==> config.mk <==
export PLATFORM = sky130hd
export DESIGN_NAME = fir_seq_ctrl
export DESIGN_NICKNAME = d
export VERILOG_FILES = /design/src/rtl/fir_pkg.sv /design/src/rtl/fir_mac.sv /design/src/rtl/fir_seq_ctrl.sv
export SDC_FILE = /design/constraint.sdc
export NUM_CORES = 1
export LEC_CHECK = 0
export CORE_MARGIN = 5
export CORE_UTILIZATION = 50
export DETAILED_ROUTE_END_ITERATION = 12
export GPL_TIMING_DRIVEN = 0
export PLACE_DENSITY = 0.77
export SYNTH_ARGS = -nofsm -noshare
export SYNTH_HDL_FRONTEND = slang
export SYNTH_SLANG_ARGS = --single-unit
==> constraint.sdc <==
create_clock -name clk -period 6.1 [get_ports clk]
set_input_delay 1.22 -clock clk [delete_from_list [all_inputs] [get_ports clk]]
set_output_delay 1.22 -clock clk [all_outputs]
set_load 0.005 [all_outputs]
==> src/rtl/fir_pkg.sv <==
// Shared defaults, controller state encoding and reset coefficient profile
// for the time-shared FIR sequencer.
package fir_pkg;

    localparam int DW_DEF    = 8;
    localparam int NTAPS_DEF = 4;

    typedef enum logic [1:0] {
        ST_IDLE = 2'd0,
        ST_MAC  = 2'd1,
        ST_OUT  = 2'd2
    } state_e;

    // Reset coefficient ramp: tap i gets weight i+1.
    function automatic int unsigned default_coef(input int unsigned idx);
        return idx + 1;
    endfunction

endpackage

==> src/rtl/fir_mac.sv <==
// Single multiply-accumulate unit; clear has priority over enable so a new
// sample always starts from zero.
module fir_mac #(
    parameter int DW   = 8,
    parameter int ACCW = 18
) (
    input  logic            clk,
    input  logic            rst,
    input  logic            clr_i,
    input  logic            en_i,
    input  logic [DW-1:0]   a_i,
    input  logic [DW-1:0]   b_i,
    output logic [ACCW-1:0] acc_o
);

    logic [2*DW-1:0] prod;
    logic [ACCW-1:0] acc_q;
    logic [ACCW-1:0] acc_d;

    assign prod = {{DW{1'b0}}, a_i} * {{DW{1'b0}}, b_i};

    always_comb begin
        acc_d = acc_q;
        if (clr_i) begin
            acc_d = '0;
        end else if (en_i) begin
            acc_d = acc_q + {{(ACCW-2*DW){1'b0}}, prod};
        end
    end

    always_ff @(posedge clk) begin
        if (rst) begin
            acc_q <= '0;
        end else begin
            acc_q <= acc_d;
        end
    end

    assign acc_o = acc_q;

endmodule

==> src/rtl/fir_seq_ctrl.sv <==
// Sequential FIR: one sample accepted in IDLE, one tap per cycle in MAC,
// result held in OUT until the consumer takes it.
module fir_seq_ctrl
    import fir_pkg::*;
#(
    parameter int  NTAPS = NTAPS_DEF,
    parameter int  DW    = DW_DEF,
    localparam int TW    = (NTAPS > 1) ? $clog2(NTAPS) : 1
) (
    input  logic          clk,
    input  logic          rst,
    input  logic          in_valid,
    output logic          in_ready,
    input  logic [DW-1:0] in_data,
    output logic          out_valid,
    input  logic          out_ready,
    output logic [DW-1:0] out_data,
    input  logic          cfg_we,
    input  logic [TW-1:0] cfg_addr,
    input  logic [DW-1:0] cfg_data,
    output logic          busy,
    output logic [1:0]    dbg_state_o
);

    localparam int ACCW = 2*DW + TW;

    // Handshakes: a transfer happens on a rising edge where valid and ready
    // are both high; in_ready depends only on state, and out_data is stable
    // for as long as out_valid is high and out_ready is low.

    state_e          state_q;
    state_e          state_d;
    logic [DW-1:0]   r_q [NTAPS];
    logic [DW-1:0]   c_q [NTAPS];
    logic [TW-1:0]   tap_q;
    logic            accept;
    logic            mac_en;
    logic            last_tap;
    logic [ACCW-1:0] acc;

    assign last_tap = (tap_q == TW'(NTAPS-1));

    always_ff @(posedge clk) begin
        if (rst) begin
            state_q <= ST_IDLE;
        end else begin
            state_q <= state_d;
        end
    end

    always_comb begin
        state_d = state_q;
        case (state_q)
            ST_IDLE: if (in_valid) state_d = ST_MAC;
            ST_MAC:  if (last_tap) state_d = ST_OUT;
            ST_OUT:  if (out_ready) state_d = ST_IDLE;
            default: state_d = ST_IDLE;
        endcase
    end

    always_comb begin
        in_ready  = (state_q == ST_IDLE);
        out_valid = (state_q == ST_OUT);
        busy      = (state_q != ST_IDLE);
        mac_en    = (state_q == ST_MAC);
        accept    = in_valid && in_ready;
    end

    // Coefficient writes land at the accept edge too, so they are already
    // visible when MAC starts reading them on the following cycle.
    always_ff @(posedge clk) begin
        if (rst) begin
            for (int i = 0; i < NTAPS; i++) begin
                r_q[i] <= '0;
                c_q[i] <= DW'(default_coef(unsigned'(i)));
            end
            tap_q <= '0;
        end else begin
            if (accept) begin
                r_q[0] <= in_data;
                for (int i = 1; i < NTAPS; i++) begin
                    r_q[i] <= r_q[i-1];
                end
                tap_q <= '0;
            end else if (mac_en) begin
                tap_q <= tap_q + TW'(1);
            end
            if (cfg_we && (state_q == ST_IDLE) && (int'(cfg_addr) < NTAPS)) begin
                c_q[cfg_addr] <= cfg_data;
            end
        end
    end

    fir_mac #(
        .DW   (DW),
        .ACCW (ACCW)
    ) u_mac (
        .clk   (clk),
        .rst   (rst),
        .clr_i (accept),
        .en_i  (mac_en),
        .a_i   (r_q[tap_q]),
        .b_i   (c_q[tap_q]),
        .acc_o (acc)
    );

    assign out_data    = acc[DW-1:0];
    assign dbg_state_o = state_q;

endmodule

# --- After elaboration in Yosys (flattened, before gate mapping) ---
# Memory sizes are Yosys's and may differ from the RTL's. A register that Yosys moved wholly into a read port is not among the register bits.
# Cells that the tools add are included.
totals:
  memories: 2
  wordCells: 48
  input_bits: 23
  reg_bits: 22
  ramBits: 64
memory_table:
  columns: ["memory", "words", "width", "rd", "rd_ports_with_merged_regs", "wr", "line", "text"]
  rows:
  - ["c_q", 4, 8, 1, 1, 4, "fir_seq_ctrl.sv:34", "logic [DW-1:0] c_q [NTAPS];"]
  - ["r_q", 4, 8, 4, 1, 4, "fir_seq_ctrl.sv:33", "logic [DW-1:0] r_q [NTAPS];"]
op_classes:
  add_sub_neg: 2
  bitwise_logic: 4
  mul: 1
  n_eq_ne: 6
  reduce_logical: 7
  muxes: 23
ops:
  columns: ["cell", "count"]
  rows:
  - ["two-way mux 8 bit", 5]
  - ["adder 18 x 16 -> 18 bit", 1]
  - ["multiplier 8 x 8 -> 16 bit", 1]
  - ["two-way mux 2 bit", 8]
  - ["two-way mux 1 bit", 9]
  - ["OR reduction 8 bit", 1]
  - ["one-hot mux 2 bit (3 select lines)", 1]
  - ["== test 2 bit, second input constant", 2]
  - ["!= test 2 x 1 -> 1 bit, second input constant", 2]
  - ["bitwise OR 1 bit", 4]
  - ["AND reduction 3 bit", 1]
  - ["adder 2 x 1 -> 2 bit, second input constant", 1]
  - ["== test 2 x 1 -> 1 bit, second input constant", 1]
  - ["logical AND 1 bit", 2]
  - ["logical NOT 2 bit", 1]
  - ["!= test 2 bit, second input constant", 1]
  - ["nonzero test 2 bit", 1]
  - ["OR reduction 2 bit", 1]

# --- Depth between registers and ports, before layout ---
# Gate-level depths: netlist of the first run.
depth:
  ltp_word: 7
  ltp_mapped: 18
  mapped_depth_nobuf: 16

# --- By module ---
# A second synthesis of the first run with hierarchy kept.
hier_totals:
  cells_unflattened: 592
  hier_area_um2: 6379.9
modules_own_cells:
  columns: ["mod", "cells_each", "instances", "area_each_um2", "seq_area_each_um2"]
  rows:
  - ["fir_mac", 389, 1, 3284.4, 360.3]
  - ["fir_seq_ctrl", 203, 1, 3095.5, 2042.0]

# --- Worst setup path before layout of the first run ---
# OpenSTA, ideal clock, no wires.
synth_path:
  kind: "register to register"
  from: "reg with a tool-made name"
  to: "reg u_mac.acc_q[7] (netlist: u_mac.acc_o[7])"
  path_stages_with_launch: 17
  path_slack_ps: 1419
  setup_ps: 79
  n_path_buf: 2
  t_arrival_ps: 4602
  synth_period_minus_slack_ps: 4681
  cell_sequence: "dfxtp_1 buf_6 buf_4 mux4_2 and2_1 fa_1 fa_1 ha_1 inv_1 fa_1 inv_1 ha_1 a21o_1 a21oi_1 xnor3_1 xnor3_1 a211oi_2"
synth_lines:
  columns: ["item", "line", "text"]
  rows:
  - ["to (signal assigned)", "fir_mac.sv:33", "acc_q <= '0;"]
  - ["to (signal assigned)", "fir_mac.sv:35", "acc_q <= acc_d;"]
  - ["to (decl)", "fir_mac.sv:17", "logic [ACCW-1:0] acc_q;"]

==> metrics.cfg, run 1 <==
[outcome]
status=complete, no violations

[sta]
fmax_mhz=194.3
whs_ns=0.4834
relSlewSlack_pct=35.09
worst_pin_slew_ns=0.9737
finalSetupTns_ns=0
clock_skew_ns=0.01235
period_share_pct=84.37
layout_min_cycle_time_ns=5.146
hold_viol=0
maxSlewViolCount=0
setup_viol=0
rsz0062_at_grt=false

[grt]
grt_util_met3_pct=2.012
grt_pass1_vias=2771
gr-max-usage-layer=met2
grt_start_max_net_pins=42
grt_first_pass_wirelength_um=13690
met2_usage_pct=29.12
overflow=0
grtUsageTotal_pct=17.16
antenna_found_initial=0
use_met1_pct=22.50

[synth]
netlist_area_um2=4363
synth-seq-area-share_pct=50.47
syn-instance-count=349
synth_area_per_cell_um2=12.50
synth_seq_cells=78
syn_nets=408
synth_cell_type_count=32
synth_warnings=0

[setup_path]
path_class=reg -> reg
crit_fanout=10
start_kind=flip-flop
cp.arrival_ns=5.42
endpoint_kind=flip-flop
critPathRequiredTime_ns=6.38

[route]
avgRoutedWirePerCell_um=16.26
drtIter0Drc=97
wl_um=8259
drc=0
antenna_left=0
num_vias=2645
drt-vias-per-instance=5.207
drt_first_pass_iters=4

[placed_design]
post_dp_cell_area_um2=4850
portBuffers=35
dp_hpwl_um=6084
gp_congestion=0.7669

[cells_and_area]
multi_input_area_um2=1961
n_fill_cell=718
num_antenna_cells=0
drive_gt1_share_pct=9.000
regArea_um2=2202
final_net_count=454
fin_util_pct=58.36
final_area_um2=5015
area_delta_synth_final_pct=14.94

[cts]
clk_latency_ns=0.35
clkSinkCount=78
ctsResizeCount=0
cts.path.max_buffers=2
cts_inserted_buffers=9
path_clk_slew_ns=0.09
htreeDepth=3
hold_buffers=0
cts_setup_buffers=0
cts_tree=built
root_buffer=clkbuf_8

[flow_run]
maxCapViolCount=0

[floorplan]
die_y_um=103.4
rows=34
dieWidth_um=103.4
core_um2=8593
die_area_um2=10690
start_util_pct=50.77
io_pins=36

[power_and_ir_drop]
vdd_drop_max_v=0.0001272
static-leakage-power_nw=1.997
power_density_nw_per_um2=260.0

[worst_hold_path]
hp-class=reg -> reg

[layout make-up]
cell class | instances | share of cell area, %
tap | 108 | 2.695
clock inverter | 6 | 0.7485
buffer | 11 | 1.098
timing repair buffer | 35 | 6.986
clock buffer | 10 | 2.545
sequential | 78 | 43.91
multi-input combinational | 221 | 39.10
inverter | 39 | 2.919
[through the flow]
stage	total power [W]	std cells	setup slack, ns
floorplan	0.0008840	349	1.419
global placement	0.0009696	492	1.000
detailed placement	0.0009808	492	0.9391
CTS	0.001318	508	0.8998
global route	0.001381	508	0.6556
finish	0.001304	508	0.9537
[synthesized netlist by cell type (all sizes together)]
cell type  number  area share, %
a21o            2           0.34
buf             4           0.63
nand2b          6           0.86
xnor2          12            2.4
nor2b           2           0.29
xnor3           2            1.0
nor3            2           0.23
clkbuf          7           0.60
nand2          39            3.4
or2             4           0.57
or3             1           0.14
and2           71             10
nor3b           2           0.34
inv            39            3.4
nor2            8           0.69
mux4           16            8.3
a22oi           1           0.17
fa             18            8.3
xor2            2           0.40
a211oi          2           0.46
ha             18            5.2
o21ai           1           0.11
a21oi          10            1.1
a41o            1           0.23
mux2i           1           0.23
edfxtp         64             44
dfxtp          14            6.4
[worst max-delay path, stage by stage (launching register included)]
cell	delay, ns
dfxtp_1	0.32
clkbuf_1	0.33
buf_2	0.36
mux4_2	0.48
and2_1	0.21
fa_1	0.45
fa_1	0.50
ha_1	0.29
inv_1	0.06
fa_1	0.52
inv_1	0.04
ha_1	0.33
a21o_1	0.17
a21oi_1	0.18
xnor3_1	0.25
xnor3_1	0.35
a211oi_2	0.21
[sequential cells by signal, indices dropped and copies added, names as in the netlist, named ones only]
register     count
tap_q            2
c_q             32
r_q             32
dbg_state_o      2
u_mac.acc_o      8
[report_power, final]
group / switching [W] / leakage (nW) / internal (W)
sequential: 0.0000163 / 0.777 / 0.000612
clock: 0.000194 / 0.0801 / 0.000146
combinational: 0.000169 / 1.14 / 0.000167
[layer usage]
layer	part of all wire (%)	up-vias
met5	0	-
met4	2.0	0
met3	2.9	12
met2	51	59
met1	45	1318
li1	-	1256
[final timing paths]
check / from / to / slack [ns] / depth (start not counted)
hold / removal: u_mac.acc_o[6] / u_mac.acc_o[6] / 0.48 / 2
hold reg to reg: u_mac.acc_o[6] / u_mac.acc_o[6] / 0.48 / 2
setup / recovery: flip-flop / u_mac.acc_o[7] / 0.95 / 16
setup reg to reg: flip-flop / u_mac.acc_o[7] / 0.95 / 16
[logic make-up after synthesis]
group           synth area share, %
compound gates                2.466
xor+xnor                      3.843
simple gates                  16.72
mux                           8.489
buf+inv                       4.588
fa+ha+maj                     13.42
flops                         50.47
[cells in the final DEF (no fill, tap or decap), types with 2 or more instances in the layout]
cell,n
nand2b_1,6
or2_1,4
ha_1,18
edfxtp_1,64
nor3_1,2
nor2b_1,2
nor2_1,8
dfxtp_1,14
clkbuf_1,7
xnor3_1,2
xor2_1,2
xnor2_1,12
mux4_2,16
a21oi_1,10
clkinv_2,2
inv_1,39
fa_1,18
a21o_1,2
clkbuf_8,9
and2_1,71
clkinvlp_4,2
nand2_1,38
clkdlybuf4s50_1,35
nor3b_1,2
No activity file was read; power rests on OpenSTA's default activity.
==> run 2: changes to the inputs <==
--- a/config.mk
+++ b/config.mk
@@ -9,7 +9,7 @@
 export CORE_UTILIZATION = 50
 export DETAILED_ROUTE_END_ITERATION = 12
 export GPL_TIMING_DRIVEN = 0
-export PLACE_DENSITY = 0.77
+export PLACE_DENSITY = 0.8
 export SYNTH_ARGS = -nofsm -noshare
 export SYNTH_HDL_FRONTEND = slang
 export SYNTH_SLANG_ARGS = --single-unit
==> constraint.sdc (replaced) <==
create_clock -name clk -period 4.7 [get_ports clk]
set_input_delay 0.94 -clock clk [delete_from_list [all_inputs] [get_ports clk]]
set_output_delay 0.94 -clock clk [all_outputs]
set_load 0.005 [all_outputs]
==> run 2 against run 1 <==
Net effect:
- cell count is 3.5% higher
- highest routed layer unchanged
- clock power is 61% higher
- register-to-register slack worse by 0.89 ns
- hold slack worse by 0.0014 ns
- critical endpoint unchanged
- critical path type unchanged
- non-clock buffer count is 18 higher
==> metrics.cfg, run 2 (synthesized netlist as in run 1, its figures left out) <==
[cts]
cts_tree=built
root_buffer=clkbuf_8
htreeDepth=3
cts.path.max_buffers=2
path_clk_slew_ns=0.08
hold_buffers=0
cts_inserted_buffers=9
clkSinkCount=78
clk_latency_ns=0.34

[grt]
grt_pass1_vias=2919
grt_first_pass_wirelength_um=14350
grtUsageTotal_pct=18.02
antenna_found_initial=0
overflow=0
grt_start_max_net_pins=42

[route]
antenna_left=0
avgRoutedWirePerCell_um=17.23
drtIter0Drc=183
drt-vias-per-instance=5.259
drc=0
wl_um=9063
num_vias=2766
drt_first_pass_iters=4

[cells_and_area]
final_area_um2=5378
drive_gt1_share_pct=21.05
final_net_count=472
final_common_cell=and2_1
area_delta_synth_final_pct=23.26
layout_common_cells=and2_1, edfxtp_1, clkdlybuf4s50_1, inv_1, nand2_1
num_antenna_cells=0
n_fill_cell=663

[setup_path]
start_kind=flip-flop
path_class=reg -> reg
critPathRequiredTime_ns=4.97
rr_worst_depth=17
cp.arrival_ns=4.91
endpoint_kind=flip-flop
crit_fanout=8

[sta]
fmax_mhz=215.5
hold_viol=0
maxSlewViolCount=0
clock_skew_ns=0.007156
layout_setup_ws_ns=0.05869
relSlewSlack_pct=29.56
rsz0062_at_grt=true
period_share_pct=98.75
setup_viol=0
worst_pin_slew_ns=1.054
layout_min_cycle_time_ns=4.641

[flow_run]
maxCapViolCount=0

[placed_design]
gp_congestion=0.7792
portBuffers=35
post_dp_cell_area_um2=4850
dp_hpwl_um=6284
place_ws_ns=-0.5019

[power_and_ir_drop]
vdd_drop_max_v=0.0001609
power_w=0.001905
power_density_nw_per_um2=354.2
static-leakage-power_nw=2.129

[floorplan]
die_y_um=103.4
die_area_um2=10690
dieWidth_um=103.4
core_um2=8593
start_util_pct=50.77
rows=34
io_pins=36

[worst_hold_path]
whs_path_depth=2
hp-class=reg -> reg

[outcome]
status=complete, no violations

==> run 2: cell type report <==
| type | instances | area, um2 | area share [%] |
|---|---|---|---|
| clock buffer | 10 | 127.6 | 2.373 |
| tap | 108 | 135.1 | 2.513 |
| timing repair buffer | 54 | 513.0 | 9.539 |
| buffer | 10 | 66.31 | 1.233 |
| clock inverter | 6 | 85.08 | 1.582 |
| multi-input combinational | 221 | 2100 | 39.04 |
| sequential | 78 | 2205 | 41.00 |
| inverter | 39 | 146.4 | 2.722 |
==> run 2: critical path: stages (launching register included) <==
cell and delay [ns]:
dfxtp_2 0.34, buf_6 0.12, buf_12 0.13, mux4_2 0.64
and2_4 0.22, fa_2 0.54, ha_4 0.20, ha_4 0.15
fa_1 0.54, ha_2 0.19, inv_2 0.04, fa_2 0.38
inv_2 0.09, a21o_1 0.15, a21oi_4 0.07, xnor3_1 0.19
xnor3_1 0.40, a211oi_2 0.17
==> run 2: timing repair <==
item                                   in CTS  in global routing
pin swaps                                   6                 23
endpoints found under the hold margin       0                  0
setup endpoints to repair                   1                  1
resized for setup                          15                 26
setup buffers                              10                  9
==> run 2: layer usage <==
metal	routed length, um	track usage [%]	up-vias
met5	0	0	-
met4	147	6.275	0
met3	278	2.951	15
met2	4765	31.13	61
met1	3871	23.02	1392
li1	-	-	1298
==> run 2: where the power goes <==
group | leakage (nW) | internal, W | total (W) | switching, W
clock | 0.104 | 0.000299 | 0.000547 | 0.000249
sequential | 0.778 | 0.000794 | 0.000816 | 0.0000224
combinational | 1.25 | 0.000273 | 0.000541 | 0.000269
total | 2.13 | 0.00137 | 0.00190 | 0.000540
==> run 2: through the flow <==
| stage | instances | hold WS [ns] | utilization, % | setup TNS (ns) |
|---|---|---|---|---|
| 3_3_place_gp | 492 | 0.4607 | 56.42 | -0.4033 |
| 4_1_cts | 517 | 0.4820 | 60.35 | 0 |
| 3_5_place_dp | 492 | 0.4707 | 56.44 | -0.5019 |
| 5_1_grt | 526 | 0.5003 | 62.58 | -0.07900 |
| 2_1_floorplan | 349 | 0.4541 | - | 0 |
| 6_report | 526 | 0.4821 | 62.58 | 0 |
==> run 2: worst paths after layout <==
check / start / to / slack, ns
min: u_mac.acc_o[5] / u_mac.acc_o[5] / 0.48
min reg2reg: u_mac.acc_o[5] / u_mac.acc_o[5] / 0.48
max: flip-flop / u_mac.acc_o[7] / 0.06
max reg2reg: flip-flop / u_mac.acc_o[7] / 0.06
==> run 3: changes to the inputs <==
--- a/config.mk
+++ b/config.mk
@@ -6,10 +6,10 @@
 export NUM_CORES = 1
 export LEC_CHECK = 0
 export CORE_MARGIN = 5
-export CORE_UTILIZATION = 50
+export CORE_UTILIZATION = 53
 export DETAILED_ROUTE_END_ITERATION = 12
 export GPL_TIMING_DRIVEN = 0
-export PLACE_DENSITY = 0.8
+export PLACE_DENSITY = 0.84
 export SYNTH_ARGS = -nofsm -noshare
 export SYNTH_HDL_FRONTEND = slang
 export SYNTH_SLANG_ARGS = --single-unit
==> run 3 against run 2 <==
Net effect:
- final area is 1.3% lower
- sequential power is essentially flat
- maximum frequency is 2.0% higher
- non-clock buffer count fell by 8
- via count increased by 0.22%
- hold slack improved by 0.0013 ns
- largest cell class unchanged
- largest power group unchanged
==> metrics.cfg, run 3 (synthesized netlist as in run 1, its figures left out) <==
[outcome]
status=complete, no violations

[setup_path]
cp.arrival_ns=4.82
r2r-end=u_mac.acc_o[7]
rr_worst_depth=17
path_common_cell=fa_1
critical_path.endpoint=u_mac.acc_o[7]
endpoint_kind=flip-flop
start_kind=flip-flop
path_class=reg -> reg
critPathRequiredTime_ns=4.97
r2r_setup_slack_ns=0.15
cpPeakStageDelay_ns=0.62
crit_buf_inv=5
crit_fanout=7
crit_chain=buf_6 -> buf_12 -> mux4_2 -> nand2_2 -> fa_1 -> inv_1 -> fa_1 -> ha_1 -> inv_1 -> fa_1 -> fa_1 -> inv_2 -> a21o_1 -> a21oi_4 -> xnor3_1 -> xnor3_1 -> a211oi_2
cp_top_family=adder cells
cp_slowest_cell=mux4_2
path_depth=17

[power_and_ir_drop]
swShare_pct=26.95
p_clk_share_pct=33.3
power_w=0.002006
p_switching_w=0.0005406
power_frac_comb_pct=26.0
seq_power_share_pct=40.7
static-leakage-power_nw=2.121
vdd_drop_max_v=0.0001670
power_density_nw_per_um2=377.8
internal_power_w=0.001465

[sta]
relSlewSlack_pct=28.66
worst_pin_slew_ns=1.068
whs_ns=0.4834
hold_viol=0
fmax_mhz=219.8
clock_skew_ns=0.01149
period_share_pct=96.80
maxSlewViolCount=0
layout_min_cycle_time_ns=4.550
setup_viol=0

[cts]
htreeDepth=3
cts.path.max_buffers=2
clk_latency_ns=0.35
clkSinkCount=78
cts_tree=built
cts_inserted_buffers=9
hold_buffers=0
path_clk_slew_ns=0.09
root_buffer=clkbuf_8

[floorplan]
start_util_pct=53.64
die_y_um=100.7
die_area_um2=10150
dieWidth_um=100.7
io_pins=36
core_um2=8134
rows=33

[grt]
overflow=0
grt_start_max_net_pins=42
grt_first_pass_wirelength_um=14610
antenna_found_initial=0
grt_pass1_vias=3004
grtUsageTotal_pct=19.01

[cells_and_area]
final_common_cell=and2_1
num_antenna_cells=0
final_area_um2=5309
multi_input_area_um2=2039
drive_gt1_share_pct=16.10
layout_common_cells=and2_1, edfxtp_1, inv_1, clkdlybuf4s50_1, nand2_1
n_fill_cell=592
regArea_um2=2203
area_delta_synth_final_pct=21.68
instances_no_fill=515
final_net_count=464

[route]
drt-vias-per-instance=5.383
antenna_left=0
num_vias=2772
drt_first_pass_iters=4
avgRoutedWirePerCell_um=17.64
drc=0
wl_um=9084
drtIter0Drc=111

[worst_hold_path]
hp-class=reg -> reg

[flow_run]
maxCapViolCount=0

[placed_design]
post_dp_cell_area_um2=4846
gp_congestion=0.7885
dp_cells=489
portBuffers=35
dp_hpwl_um=6122

run 3: cell types whose count changed in the layout (fill, tap and decap cells not counted), moves of 2 or more:
cell	previous run	this run
nand2_1	30	34
ha_1	11	15
fa_2	5	1
ha_4	6	3
nand2_2	9	5
inv_2	5	2
bufinv_16	2	4
inv_1	34	37
buf_4	17	10
fa_1	13	17
run 3: worst min path at each step:
stage	depth (start not counted)	start	endpoint	slack (ns)
6_report	2	u_mac.acc_o[5]	u_mac.acc_o[5]	0.48
5_1_grt	2	u_mac.acc_o[5]	u_mac.acc_o[5]	0.50
4_1_cts	2	u_mac.acc_o[6]	u_mac.acc_o[6]	0.48
3_5_place_dp	2	u_mac.acc_o[6]	u_mac.acc_o[6]	0.47
3_3_place_gp	2	u_mac.acc_o[6]	u_mac.acc_o[6]	0.45
2_1_floorplan	2	tap_q[1]	flip-flop	0.45
run 3: stage by stage:
step	setup WS [ns]	util, %	setup TNS (ns)
after CTS	0.01742	64.24	0
after detailed placement	-0.3757	59.58	-0.3757
after floorplan	0.01853	-	0
after global routing	-0.01123	65.27	-0.01123
after global placement	-0.3535	59.56	-0.3535
final	0.1503	65.27	0
run 3: tightest hold or removal path, stage by stage, from the launching register on:
cell	delay, ns
dfxtp_1	0.34
nand2_1	0.06
a21oi_1	0.05
run 3: cell type report:
class,count,share of cell area [%]
clock buffer,9,2.333
buffer,10,1.249
tap,105,2.475
timing repair buffer,46,8.555
sequential,78,41.50
inverter,39,2.757
multi-input combinational,221,38.42
clock inverter,7,2.710
run 3: layer usage:
| metal | GRT usage, % | up-vias | wire length, um |
|---|---|---|---|
| li1 | - | 1279 | - |
| met1 | 23.01 | 1393 | 3609 |
| met2 | 33.16 | 76 | 4809 |
| met3 | 2.837 | 24 | 393 |
| met4 | 9.119 | 0 | 272 |
| met5 | 0 | - | 0 |
run 3: power by group through the flow:
stage                     logic, W  clock network, W  registers [W]
after detailed placement  0.000442                 0       0.000831
after global placement    0.000430                 0       0.000828
after floorplan           0.000324                 0       0.000823
final                     0.000522          0.000668       0.000816
after CTS                 0.000490          0.000675       0.000816
after global routing      0.000585          0.000707       0.000821
run 3: timing repair:
item / in CTS / in global routing
pin swaps: 1 / 11
setup endpoints to repair: 1 / 1
buffers inserted: 8 / 2
gates cloned: 0 / 1
gates resized for setup: 12 / 11
hold endpoints to repair: 0 / 0
